==> src/rtl/im_loader.sv <==
`default_nettype none
// ============================================================================
// Module      : im_loader
// Description : Instruction-memory program loader. Receives a byte stream
//               (16-bit big-endian word count, then big-endian 32-bit words)
//               over a valid/ready handshake and writes each assembled word
//               into the instruction memory. Holds the core in reset until a
//               complete image has been written.
// Ports       : CLK, RST          clock / async active-high reset
//               start             single-cycle load request
//               in_valid, in_data byte stream input
//               in_ready          byte accepted this cycle when in_valid=1
//               WE, W_Ins, W_Addr instruction-memory write port
//               cpu_rst           reset to the core
//               done, err         load complete / header rejected
// Revision    : 1.0  initial release
// ============================================================================
module im_loader #(
    parameter int MAX_WORDS = 256
) (
    input  logic        CLK,
    input  logic        RST,
    input  logic        start,
    input  logic        in_valid,
    input  logic [7:0]  in_data,
    output logic        in_ready,
    output logic        WE,
    output logic [31:0] W_Ins,
    output logic [31:0] W_Addr,
    output logic        cpu_rst,
    output logic        done,
    output logic        err
);

    typedef enum logic [2:0] {
        S_IDLE   = 3'd0,
        S_LEN_HI = 3'd1,
        S_LEN_LO = 3'd2,
        S_DATA   = 3'd3,
        S_WRITE  = 3'd4,
        S_DONE   = 3'd5,
        S_ERROR  = 3'd6
    } state_t;

    // 17 bits so that MAX_WORDS=65535 compares cleanly against a 16-bit count
    localparam logic [16:0] c_MAX_WORDS = 17'(MAX_WORDS);

    state_t      r_state;
    logic [15:0] r_count;
    logic [15:0] r_widx;
    logic [1:0]  r_bidx;
    logic [31:0] r_word;
    logic        r_cpu_rst;

    logic        w_xfer;
    logic [15:0] w_len;
    logic [15:0] w_widx_nxt;
    logic        w_start_ok;

    assign w_xfer     = in_valid && in_ready;
    // Complete length as it will be once the low byte is taken in LEN_LO
    assign w_len      = {r_count[15:8], in_data};
    assign w_widx_nxt = r_widx + 16'd1;
    assign w_start_ok = start && ((r_state == S_IDLE) || (r_state == S_DONE) ||
                                  (r_state == S_ERROR));

    always_ff @(posedge CLK or posedge RST) begin
        if (RST) begin
            r_state   <= S_IDLE;
            r_count   <= 16'd0;
            r_widx    <= 16'd0;
            r_bidx    <= 2'd0;
            r_word    <= 32'd0;
            r_cpu_rst <= 1'b1;
        end else begin
            if (w_start_ok) begin
                r_state   <= S_LEN_HI;
                r_cpu_rst <= 1'b1;
            end else begin
                case (r_state)
                    S_LEN_HI: begin
                        if (w_xfer) begin
                            r_count[15:8] <= in_data;
                            r_state       <= S_LEN_LO;
                        end
                    end
                    S_LEN_LO: begin
                        if (w_xfer) begin
                            r_count[7:0] <= in_data;
                            if (w_len == 16'd0) begin
                                r_state   <= S_DONE;
                                r_cpu_rst <= 1'b0;
                            end else if ({1'b0, w_len} > c_MAX_WORDS) begin
                                r_state <= S_ERROR;
                            end else begin
                                r_bidx  <= 2'd0;
                                r_widx  <= 16'd0;
                                r_state <= S_DATA;
                            end
                        end
                    end
                    S_DATA: begin
                        if (w_xfer) begin
                            // Shift in from the bottom: first byte ends up in [31:24]
                            r_word <= {r_word[23:0], in_data};
                            r_bidx <= r_bidx + 2'd1;
                            if (r_bidx == 2'd3) begin
                                r_state <= S_WRITE;
                            end
                        end
                    end
                    S_WRITE: begin
                        r_widx <= w_widx_nxt;
                        if (w_widx_nxt == r_count) begin
                            r_state   <= S_DONE;
                            r_cpu_rst <= 1'b0;
                        end else begin
                            r_state <= S_DATA;
                        end
                    end
                    default: begin
                        r_state <= r_state;
                    end
                endcase
            end
        end
    end

    // All outputs decode registered state only; no in_valid -> in_ready path
    assign in_ready = (r_state == S_LEN_HI) || (r_state == S_LEN_LO) ||
                      (r_state == S_DATA);
    assign WE       = (r_state == S_WRITE);
    assign W_Ins    = r_word;
    assign W_Addr   = {14'd0, r_widx, 2'b00};
    assign cpu_rst  = r_cpu_rst;
    assign done     = (r_state == S_DONE);
    assign err      = (r_state == S_ERROR);

endmodule
`default_nettype wire

==> config.mk <==
export PLATFORM = sky130hd
export DESIGN_NAME = im_loader
export DESIGN_NICKNAME = d
export VERILOG_FILES = /design/src/rtl/im_loader.sv
export SDC_FILE = /design/constraint.sdc
export NUM_CORES = 1
export LEC_CHECK = 0
export BUFFER_PORTS_ARGS = -buffer_cell sky130_fd_sc_hd__buf_2
export CAP_MARGIN = 20
export CELL_PAD_IN_SITES_DETAIL_PLACEMENT = 1
export CELL_PAD_IN_SITES_GLOBAL_PLACEMENT = 2
export CORE_ASPECT_RATIO = 0.5
export CORE_MARGIN = 2
export CORE_UTILIZATION = 34
export DETAILED_ROUTE_END_ITERATION = 16
export GPL_TIMING_DRIVEN = 0
export PLACE_DENSITY_LB_ADDON = 0.25
export SYNTH_ARGS = -nofsm -noshare
export SYNTH_HDL_FRONTEND = slang
export SYNTH_SLANG_ARGS = --single-unit
==> constraint.sdc <==
create_clock -name CLK -period 2.8 [get_ports CLK]
set_clock_uncertainty 0.05 [all_clocks]
set_input_delay 0.56 -clock CLK [delete_from_list [all_inputs] [get_ports CLK]]
set_output_delay 0.56 -clock CLK [all_outputs]
set_load 0.005 [all_outputs]
==> results.yml, run 1 <==
outcome:
  status: "completed"
power_and_ir_drop:
  p_per_area_nw_per_um2: 1020
  irDropWorstVdd_v: 0.000372
  power_leakage_uw: 0.00213
  power.total_uw: 4660
clocking:
  clkTransAtPathRegs_ns: 0.06
  cts_sinks: 70
  max-clock-path-buffers: 2
  worstSkewPairLatency_ns: 0.34
  post-cts-setup-buffer-count: 0
  root_buffer: "clkbuf_16"
  h-tree-depth: 3
  cts_buffers: 9
  tritoncts: "done"
global_route:
  grt_pass1_vias: 2922
  grt_pass1_wl_um: 15800
  grt_max_degree: 71
  grt_usage_pct: 17.6
  grt_remaining_overflow: 0
  antenna_found_initial: 0
timing:
  hold_viol: 0
  tightest_slew_ns: 0.879
  period_needed_ns: 2.59
  max_slew_margin_pct: 41.4
  fin_ws_ns: 0.210
  period_share_pct: 92.5
  setup_viol: 0
  rsz0062_at_grt: "false"
  fmax_ghz: 0.386
  final_max_slew_viol_count: 0
synth:
  synth_compound_area_share_pct: 10.5
  netlist_area_um2: 3690
  yosys_warnings: 0
  synthFlopType: "dfrtp_1"
  synth-simple-area-share_pct: 14.4
  synth_top_family_by_area: "multiplexers"
  syn_avg_cell_area_um2: 10.6
  netlist_instances: 349
  synth.area.mux_share_pct: 15.5
  synth_xor_area_share_pct: 5.69
  synthDistinctLibCells: 54
  synth_edf_count: 0
  synth-seq-area-share_pct: 47.4
  ys_ff_latch: 70
  async_flop_share_pct: 100
  synth_adder_area_share_pct: 0.948
drt:
  wl_per_cell_um: 16.5
  vias: 2928
  drc: 0
  avgViaCountPerCell: 5.01
  ant_nets: 0
  wirelength_um: 9630
  drtPass1Iterations: 4
  drtIter0Drc: 145
placed_design:
  dp_cells: 568
  pre_cts_slack_ns: -0.0915
  io_buffers: 64
  dpl.hpwl_um: 7200
  place_congestion: 0.860
worst_setup_path:
  cp_slowest_stage_delay_ns: 0.48
  worstPathMaxFanout: 7
  crit_type: "flip-flop to flip-flop"
  slowest_stage: "dfrtp_1"
  crit_required_ns: 2.96
  cp_cell_sequence: "ha_2 -> nand3_2 -> or3_4 -> a2111oi_4 -> nand4_1 -> nor4_2 -> a31oi_1"
  cp-end-kind: "flip-flop"
  start_kind: "flip-flop"
  cp.arrival_ns: 2.75
floorplan:
  die_w_um: 151
  core-area_um2: 10400
  rows: 26
  die_height_um: 77.7
  die-area_um2: 11800
  initial_core_util_pct: 35.6
  ios: 81
layout:
  antenna_cells: 0
  drive_gt1_share_pct: 36.0
  syn_to_final_growth_pct: 23.2
  fin_util_pct: 43.9
  fin_nets: 453
  fin_cells: 584
job:
  cap_violations: 0
min_path:
  hold_class: "primary input to async pin"
[synthesized netlist by cell type (all sizes together), types with 2 or more instances]
library cell	instances	area [µm²]
and2	2	12.5
inv	4	15.0
nand3	9	50.1
nand2b	2	12.5
ha	2	25.0
mux2	50	563
o41ai	2	17.5
dfrtp	69	1730
xor2	9	78.8
and3b	2	17.5
nor2b	4	25.0
a21o	2	15.0
nand3b	2	15.0
buf	18	130
a21boi	2	15.0
o21ai	28	140
nand2	24	90.1
nor2	26	97.6
nor4	10	68.8
xnor2	15	131
a21oi	9	45.0
clkbuf	14	53.8
a31oi	3	18.8
o211ai	2	15.0
nor3	6	30.0
nand4	4	25.0
o31ai	2	15.0
and3	6	37.5
[placed cells by master (no fill, tap or decap), types with 3 or more instances in the layout]
master     count
a21oi_1        9
a31oi_1        3
and3_1         6
buf_2         66
buf_4         16
clkbuf_1      13
clkbuf_16      9
conb_1        16
dfrtp_1       69
inv_1          3
inv_6          3
mux2_2        50
nand2_1       24
nand3_1        8
nand4_1        4
nor2_1        26
nor2b_1        4
nor3_1         6
nor4_1         6
nor4_2         4
o21ai_0       27
xnor2_1       15
xor2_1         9
[layout make-up]
| cell class | instances | area (µm²) |
|---|---|---|
| fillers | 1192 | 5830 |
| multi-input cells | 257 | 1820 |
| flip-flops and latches | 70 | 1750 |
| repair buffers | 64 | 320 |
| clock buffers | 9 | 225 |
| plain buffers | 32 | 184 |
| well taps | 140 | 175 |
| clock inverters | 7 | 55.1 |
| inverters | 5 | 21.3 |
[stage by stage]
stage	setup TNS, ns	instance area [µm²]	hold slack, ns
CTS	0	4530	0.395
detailed placement	-0.309	4250	0.438
floorplan	0	3750	0.403
global placement	-28.79	4250	0.422
global route	0	4550	0.412
finish	0	4550	0.339
[per-layer routing]
layer	wire, µm	share of wire [%]	track usage, %
met3	541	5.6	5.35
met1	4620	48	23.7
met4	96	1.0	5.33
met2	4370	45	27.1
met5	0	0	0
[state kept, by name (all words and copies together), names as in the netlist]
register / count
r_bidx: 2
r_state: 3
W_Ins: 32
r_count: 16
cpu_rst: 1
r_widx: 16
[where the power goes]
| group | internal, µW | leakage (µW) | total, µW | switching (µW) |
|---|---|---|---|---|
| registers | 1410 | 0.000887 | 1800 | 388 |
| logic | 892 | 0.00111 | 1790 | 896 |
| clock network | 608 | 0.000133 | 1070 | 459 |
[critical path, delay by kind of cell, from the launching register on]
kind                     cells  cell delay [ns]
AND/OR/NAND/NOR              4             1.10
flip-flops                   1             0.48
AO/OA/AOI/OAI                2             0.52
adder cells (fa/ha/maj)      1             0.30
[kinds of logic after synthesis]
| family | Yosys count |
|---|---|
| compound gates | 60 |
| xor+xnor | 24 |
| fa+ha+maj | 3 |
| buf+inv | 37 |
| flops | 70 |
| mux | 51 |
| other cells | 1 |
| simple gates | 103 |
[final timing paths]
| path | startpoint | endpoint | slack, ns | depth (start not counted) |
|---|---|---|---|---|
| min reg2reg | W_Ins[25] | W_Ins[25] | 0.45 | 1 |
| min | RST | W_Ins[20] | 0.34 | 2 |
| max reg2reg | r_widx[0] | r_state[1] | 0.21 | 7 |
| max | r_widx[0] | r_state[1] | 0.21 | 7 |
| max in group asynchronous | RST | r_widx[2] | 1.76 | 2 |
| min in group CLK | W_Ins[25] | W_Ins[25] | 0.45 | 1 |
[what timing repair did]
action                                  in CTS  in global routing
endpoints found under the setup margin       0                  2
resized for setup                            0                  4
hold buffers                                 0                  0
hold endpoints to repair                     0                  0
No activity file was read; power rests on OpenSTA's default activity.
==> inputs of run 2 (changes only) <==
==> constraint.sdc (replaced) <==
create_clock -name CLK -period 2.6 [get_ports CLK]
set_clock_uncertainty 0.05 [all_clocks]
set_input_delay 0.52 -clock CLK [delete_from_list [all_inputs] [get_ports CLK]]
set_output_delay 0.52 -clock CLK [all_outputs]
set_load 0.005 [all_outputs]
==> run 2 against run 1 <==
Clock-buffer cell count did not move. Register-to-register slack worse by 0.03 ns. Global-route usage barely moved. Largest power group unchanged. Clock power increased by 7%. Utilization up 0.48 points. Flip-flop and latch count stayed put. Design area grew 1.1%. Sequential power increased by 8%. Die area unchanged. Via count is essentially flat. Non-clock buffer count up 1.
==> results.yml, run 2 (synthesized netlist as in run 1, its figures left out) <==
outcome:
  status: "completed"
floorplan:
  die_height_um: 77.7
  die-area_um2: 11800
  core-area_um2: 10400
  die_w_um: 151
  ios: 81
  initial_core_util_pct: 35.6
  rows: 26
clocking:
  tritoncts: "done"
  clkTransAtPathRegs_ns: 0.06
  max-clock-path-buffers: 2
  h-tree-depth: 3
  cts_buffers: 9
  root_buffer: "clkbuf_16"
  cts_sinks: 70
  worstSkewPairLatency_ns: 0.34
layout:
  drive_gt1_share_pct: 37.1
  syn_to_final_growth_pct: 24.5
  fillers: 1192
  fin_util_pct: 44.3
  fin_cells: 585
  mostFrequentLayoutCells: "dfrtp_1, buf_2, mux2_2, o21ai_0, nor2_1"
  antenna_cells: 0
  largest_reg_flops: 32
  final_common_cell: "dfrtp_1"
  fin_nets: 454
placed_design:
  place_congestion: 0.860
  dp_cells: 568
  pre_cts_slack_ns: -0.251
  io_buffers: 64
  dpl.hpwl_um: 7200
worst_setup_path:
  worstSetupStartpoint: "r_widx[0]"
  r2r_cells: 7
  r2r-end: "r_state[1]"
  worstPathMaxFanout: 7
  crit_type: "flip-flop to flip-flop"
  cp.arrival_ns: 2.58
  rrSetupSlack_ns: 0.18
  cp-end-kind: "flip-flop"
  r2r-start: "r_widx[0]"
  start_kind: "flip-flop"
  worstSetupEndpoint: "r_state[1]"
  crit_required_ns: 2.76
timing:
  final_max_slew_viol_count: 0
  period_share_pct: 93.1
  setup_viol: 0
  rsz0062_at_grt: "false"
  finalSetupTns_ns: 0
  fmax_ghz: 0.413
  fin_hold_ws_ns: 0.299
  tightest_slew_ns: 0.878
  fin_ws_ns: 0.180
  period_needed_ns: 2.42
  max_slew_margin_pct: 41.4
  hold_viol: 0
drt:
  drc: 0
  wirelength_um: 9660
  ant_nets: 0
  wl_per_cell_um: 16.5
  drtPass1Iterations: 4
  drtIter0Drc: 116
  avgViaCountPerCell: 5.01
  vias: 2930
power_and_ir_drop:
  p_per_area_nw_per_um2: 1090
  irDropWorstVdd_v: 0.000400
  power_leakage_uw: 0.00218
min_path:
  hold_class: "primary input to async pin"
job:
  cap_violations: 0
global_route:
  grt_max_degree: 71
  antenna_found_initial: 0
  grt_pass1_wl_um: 15700
  grt_remaining_overflow: 0
  busiest_layer: "met2"
  met2_usage_pct: 27.0
  grt_usage_pct: 17.5
  grt_util_met3_pct: 5.35
  grt_pass1_vias: 2915
  use_met1_pct: 23.7
## run 2: cell type report
type / instances / area [µm²] / share of cell area (%)
tap: 140 / 175 / 3.81
buffer: 32 / 184 / 4.00
clock buffer: 9 / 225 / 4.90
clock inverter: 7 / 55.1 / 1.20
timing repair buffer: 65 / 328 / 7.13
inverter: 5 / 21.3 / 0.462
multi-input combinational: 257 / 1860 / 40.4
sequential: 70 / 1750 / 38.1
## run 2: worst max-delay path, stage by stage, from the launching register on
cell       delay [ns]
dfrtp_2          0.44
ha_2             0.27
nand3_2          0.16
or3_4            0.42
a2111oi_4        0.40
nand4_1          0.22
nor4_4           0.23
a31oi_1          0.12
## run 2: metrics by stage
step / power (µW) / area, µm²
after floorplan: 3160 / 3750
after global placement: 3790 / 4250
after detailed placement: 3880 / 4250
after CTS: 5080 / 4540
after global routing: 5410 / 4600
final: 5030 / 4600
## run 2: report_power, final
| part | internal [µW] | leakage [µW] | switching, µW |
|---|---|---|---|
| sequential | 1520 | 0.000885 | 415 |
| combinational | 964 | 0.00116 | 980 |
| clock | 655 | 0.000133 | 496 |
| total | 3140 | 0.00218 | 1890 |
## run 2: worst min-delay path by stage
stage / startpoint / depth (start not counted) / end / slack, ns
final: RST / 2 / W_Ins[20] / 0.30
after global routing: RST / 2 / W_Ins[20] / 0.37
after CTS: RST / 2 / W_Ins[20] / 0.36
after detailed placement: W_Ins[27] / 1 / W_Ins[27] / 0.44
after global placement: r_bidx[1] / 2 / r_bidx[1] / 0.42
after floorplan: r_bidx[1] / 2 / r_bidx[1] / 0.40
## run 2: layer usage
layer  up-vias  part of all wire (%)
met2        80                    46
met1      1440                    48
li1       1404                     -
met5         -                     0
met4         0                  0.99
met3         6                   5.2
## run 2: timing repair
action / 4_1_cts / 5_1_grt
resized for setup: 2 / 9
endpoints found under the setup margin: 2 / 13
pin swaps: 0 / 2
hold buffers: 0 / 0
setup buffers: 0 / 1
==> inputs of run 3 (changes only) <==
--- a/config.mk
+++ b/config.mk
@@ -15,6 +15,7 @@
 export DETAILED_ROUTE_END_ITERATION = 16
 export GPL_TIMING_DRIVEN = 0
 export PLACE_DENSITY_LB_ADDON = 0.25
+export RECOVER_POWER = 25
 export SYNTH_ARGS = -nofsm -noshare
 export SYNTH_HDL_FRONTEND = slang
 export SYNTH_SLANG_ARGS = --single-unit
==> run 3 against run 2 <==
Die area stayed put. Worst hold slack better by 0.14 ns. Clock-buffer cell count stayed put. Flip-flop and latch count stayed put. Critical path type unchanged. Largest cell class unchanged. Combinational power hardly changed. Via count stayed put. Clock power hardly changed. Maximum frequency is 0.13% lower. Register-to-register slack hardly changed. Design area hardly changed. Cell count stayed put.
==> results.yml, run 3 (synthesized netlist as in run 1, its figures left out) <==
drt:
  vias: 2930
  wirelength_um: 9650
  drtPass1Iterations: 4
  drtIter0Drc: 116
  avgViaCountPerCell: 5.01
  ant_nets: 0
  wl_per_cell_um: 16.5
  drc: 0
worst_setup_path:
  r2r_cells: 7
  cp.arrival_ns: 2.58
  cp-end-kind: "flip-flop"
  worstPathMaxFanout: 7
  crit_type: "flip-flop to flip-flop"
  worstSetupStartpoint: "r_widx[0]"
  start_kind: "flip-flop"
  crit_required_ns: 2.76
  r2r-start: "r_widx[0]"
clocking:
  clkTransAtPathRegs_ns: 0.06
  tritoncts: "done"
  h-tree-depth: 3
  cts_sinks: 70
  worstSkewPairLatency_ns: 0.34
  cts_buffers: 9
  root_buffer: "clkbuf_16"
  cts_hold_buf: 0
  max-clock-path-buffers: 2
timing:
  fmax_ghz: 0.413
  finalSetupTns_ns: 0
  rsz0062_at_grt: "false"
  max_slew_margin_pct: 1.16
  final_max_slew_viol_count: 0
  tightest_slew_ns: 1.48
  period_share_pct: 93.2
  period_needed_ns: 2.42
  setup_viol: 0
  hold_viol: 0
layout:
  largest_reg_flops: 32
  drive_gt1_share_pct: 37.1
  final_cell_area_um2: 4600
  final_common_cell: "dfrtp_1"
  fin_util_pct: 44.3
  fillers: 1193
  syn_to_final_growth_pct: 24.4
  fin_nets: 454
  mostFrequentLayoutCells: "dfrtp_1, buf_2, mux2_2, o21ai_0, nor2_1"
  antenna_cells: 0
placed_design:
  dpl.hpwl_um: 7200
  place_congestion: 0.860
  placed_cell_area_um2: 4250
  io_buffers: 64
global_route:
  grt_max_degree: 71
  grt_remaining_overflow: 0
  antenna_found_initial: 0
  grt_pass1_wl_um: 15700
  grt_usage_pct: 17.5
  grt_pass1_vias: 2915
floorplan:
  ios: 81
  die_height_um: 77.7
  core-area_um2: 10400
  die-area_um2: 11800
  initial_core_util_pct: 35.6
  rows: 26
  die_w_um: 151
power_and_ir_drop:
  p_per_area_nw_per_um2: 1090
  power_leakage_uw: 0.00218
  irDropWorstVdd_v: 0.000400
min_path:
  hold_path.startpoint: "in_data[0]"
  whs_path_depth: 2
  hold_class: "primary input to flip-flop"
outcome:
  status: "completed"
job:
  cap_violations: 0
[run 3: critical path, cell delays in order (launching register included)]
cell,delay [ns]
dfrtp_2,0.44
ha_2,0.27
nand3_2,0.16
or3_4,0.42
a2111oi_4,0.40
nand4_1,0.21
nor4_4,0.23
a31oi_1,0.12
[run 3: through the flow]
| stage | total power (µW) | instances | hold slack, ns | worst slack (ns) |
|---|---|---|---|---|
| 6_report | 5030 | 585 | 0.439 | 0.177 |
| 3_5_place_dp | 3880 | 568 | 0.438 | -0.251 |
| 5_1_grt | 5410 | 585 | 0.441 | 0.0102 |
| 2_1_floorplan | 3160 | 364 | 0.403 | 0.263 |
| 3_3_place_gp | 3790 | 568 | 0.422 | -0.581 |
| 4_1_cts | 5080 | 584 | 0.355 | 0.0156 |
[run 3: final cells by class]
| class | instances | area [µm²] | area share (%) |
|---|---|---|---|
| Clock inverter | 7 | 55.1 | 1.20 |
| Sequential cell | 70 | 1750 | 38.1 |
| Buffer | 32 | 184 | 4.00 |
| Multi-Input combinational cell | 257 | 1860 | 40.4 |
| Clock buffer | 9 | 225 | 4.90 |
| Tap cell | 140 | 175 | 3.81 |
| Timing Repair Buffer | 65 | 328 | 7.13 |
| Inverter | 5 | 18.8 | 0.408 |
[run 3: timing repair]
item	4_1_cts	5_1_grt
buffers inserted	0	1
cloned	0	0
resized for setup	2	9
endpoints found under the setup margin	2	13
pin swaps	0	2
[run 3: report_power, final]
group          internal (µW)  leakage (µW)  switching [µW]
Combinational            964       0.00116             979
Sequential              1520      0.000885             415
Clock                    655      0.000133             496
Total                   3140       0.00218            1890
[run 3: final timing paths]
| path | slack (ns) | endpoint |
|---|---|---|
| worst min-delay path | 0.44 | r_count[0] |
| worst max register to register | 0.18 | r_state[1] |
| worst min register to register | 0.45 | W_Ins[25] |
| max in group asynchronous | 0.92 | r_widx[0] |
| worst max-delay path | 0.18 | r_state[1] |
| min in group asynchronous | 0.55 | W_Ins[20] |
[run 3: metal layers]
layer | wire length, µm | GRT usage (%) | part of all wire [%] | vias to the layer above
li1 | - | - | - | 1404
met1 | 4640 | 23.7 | 48 | 1440
met2 | 4420 | 27.0 | 46 | 80
met3 | 499 | 5.35 | 5.2 | 6
met4 | 96 | 5.33 | 0.99 | 0
met5 | 0 | 0 | 0 | -
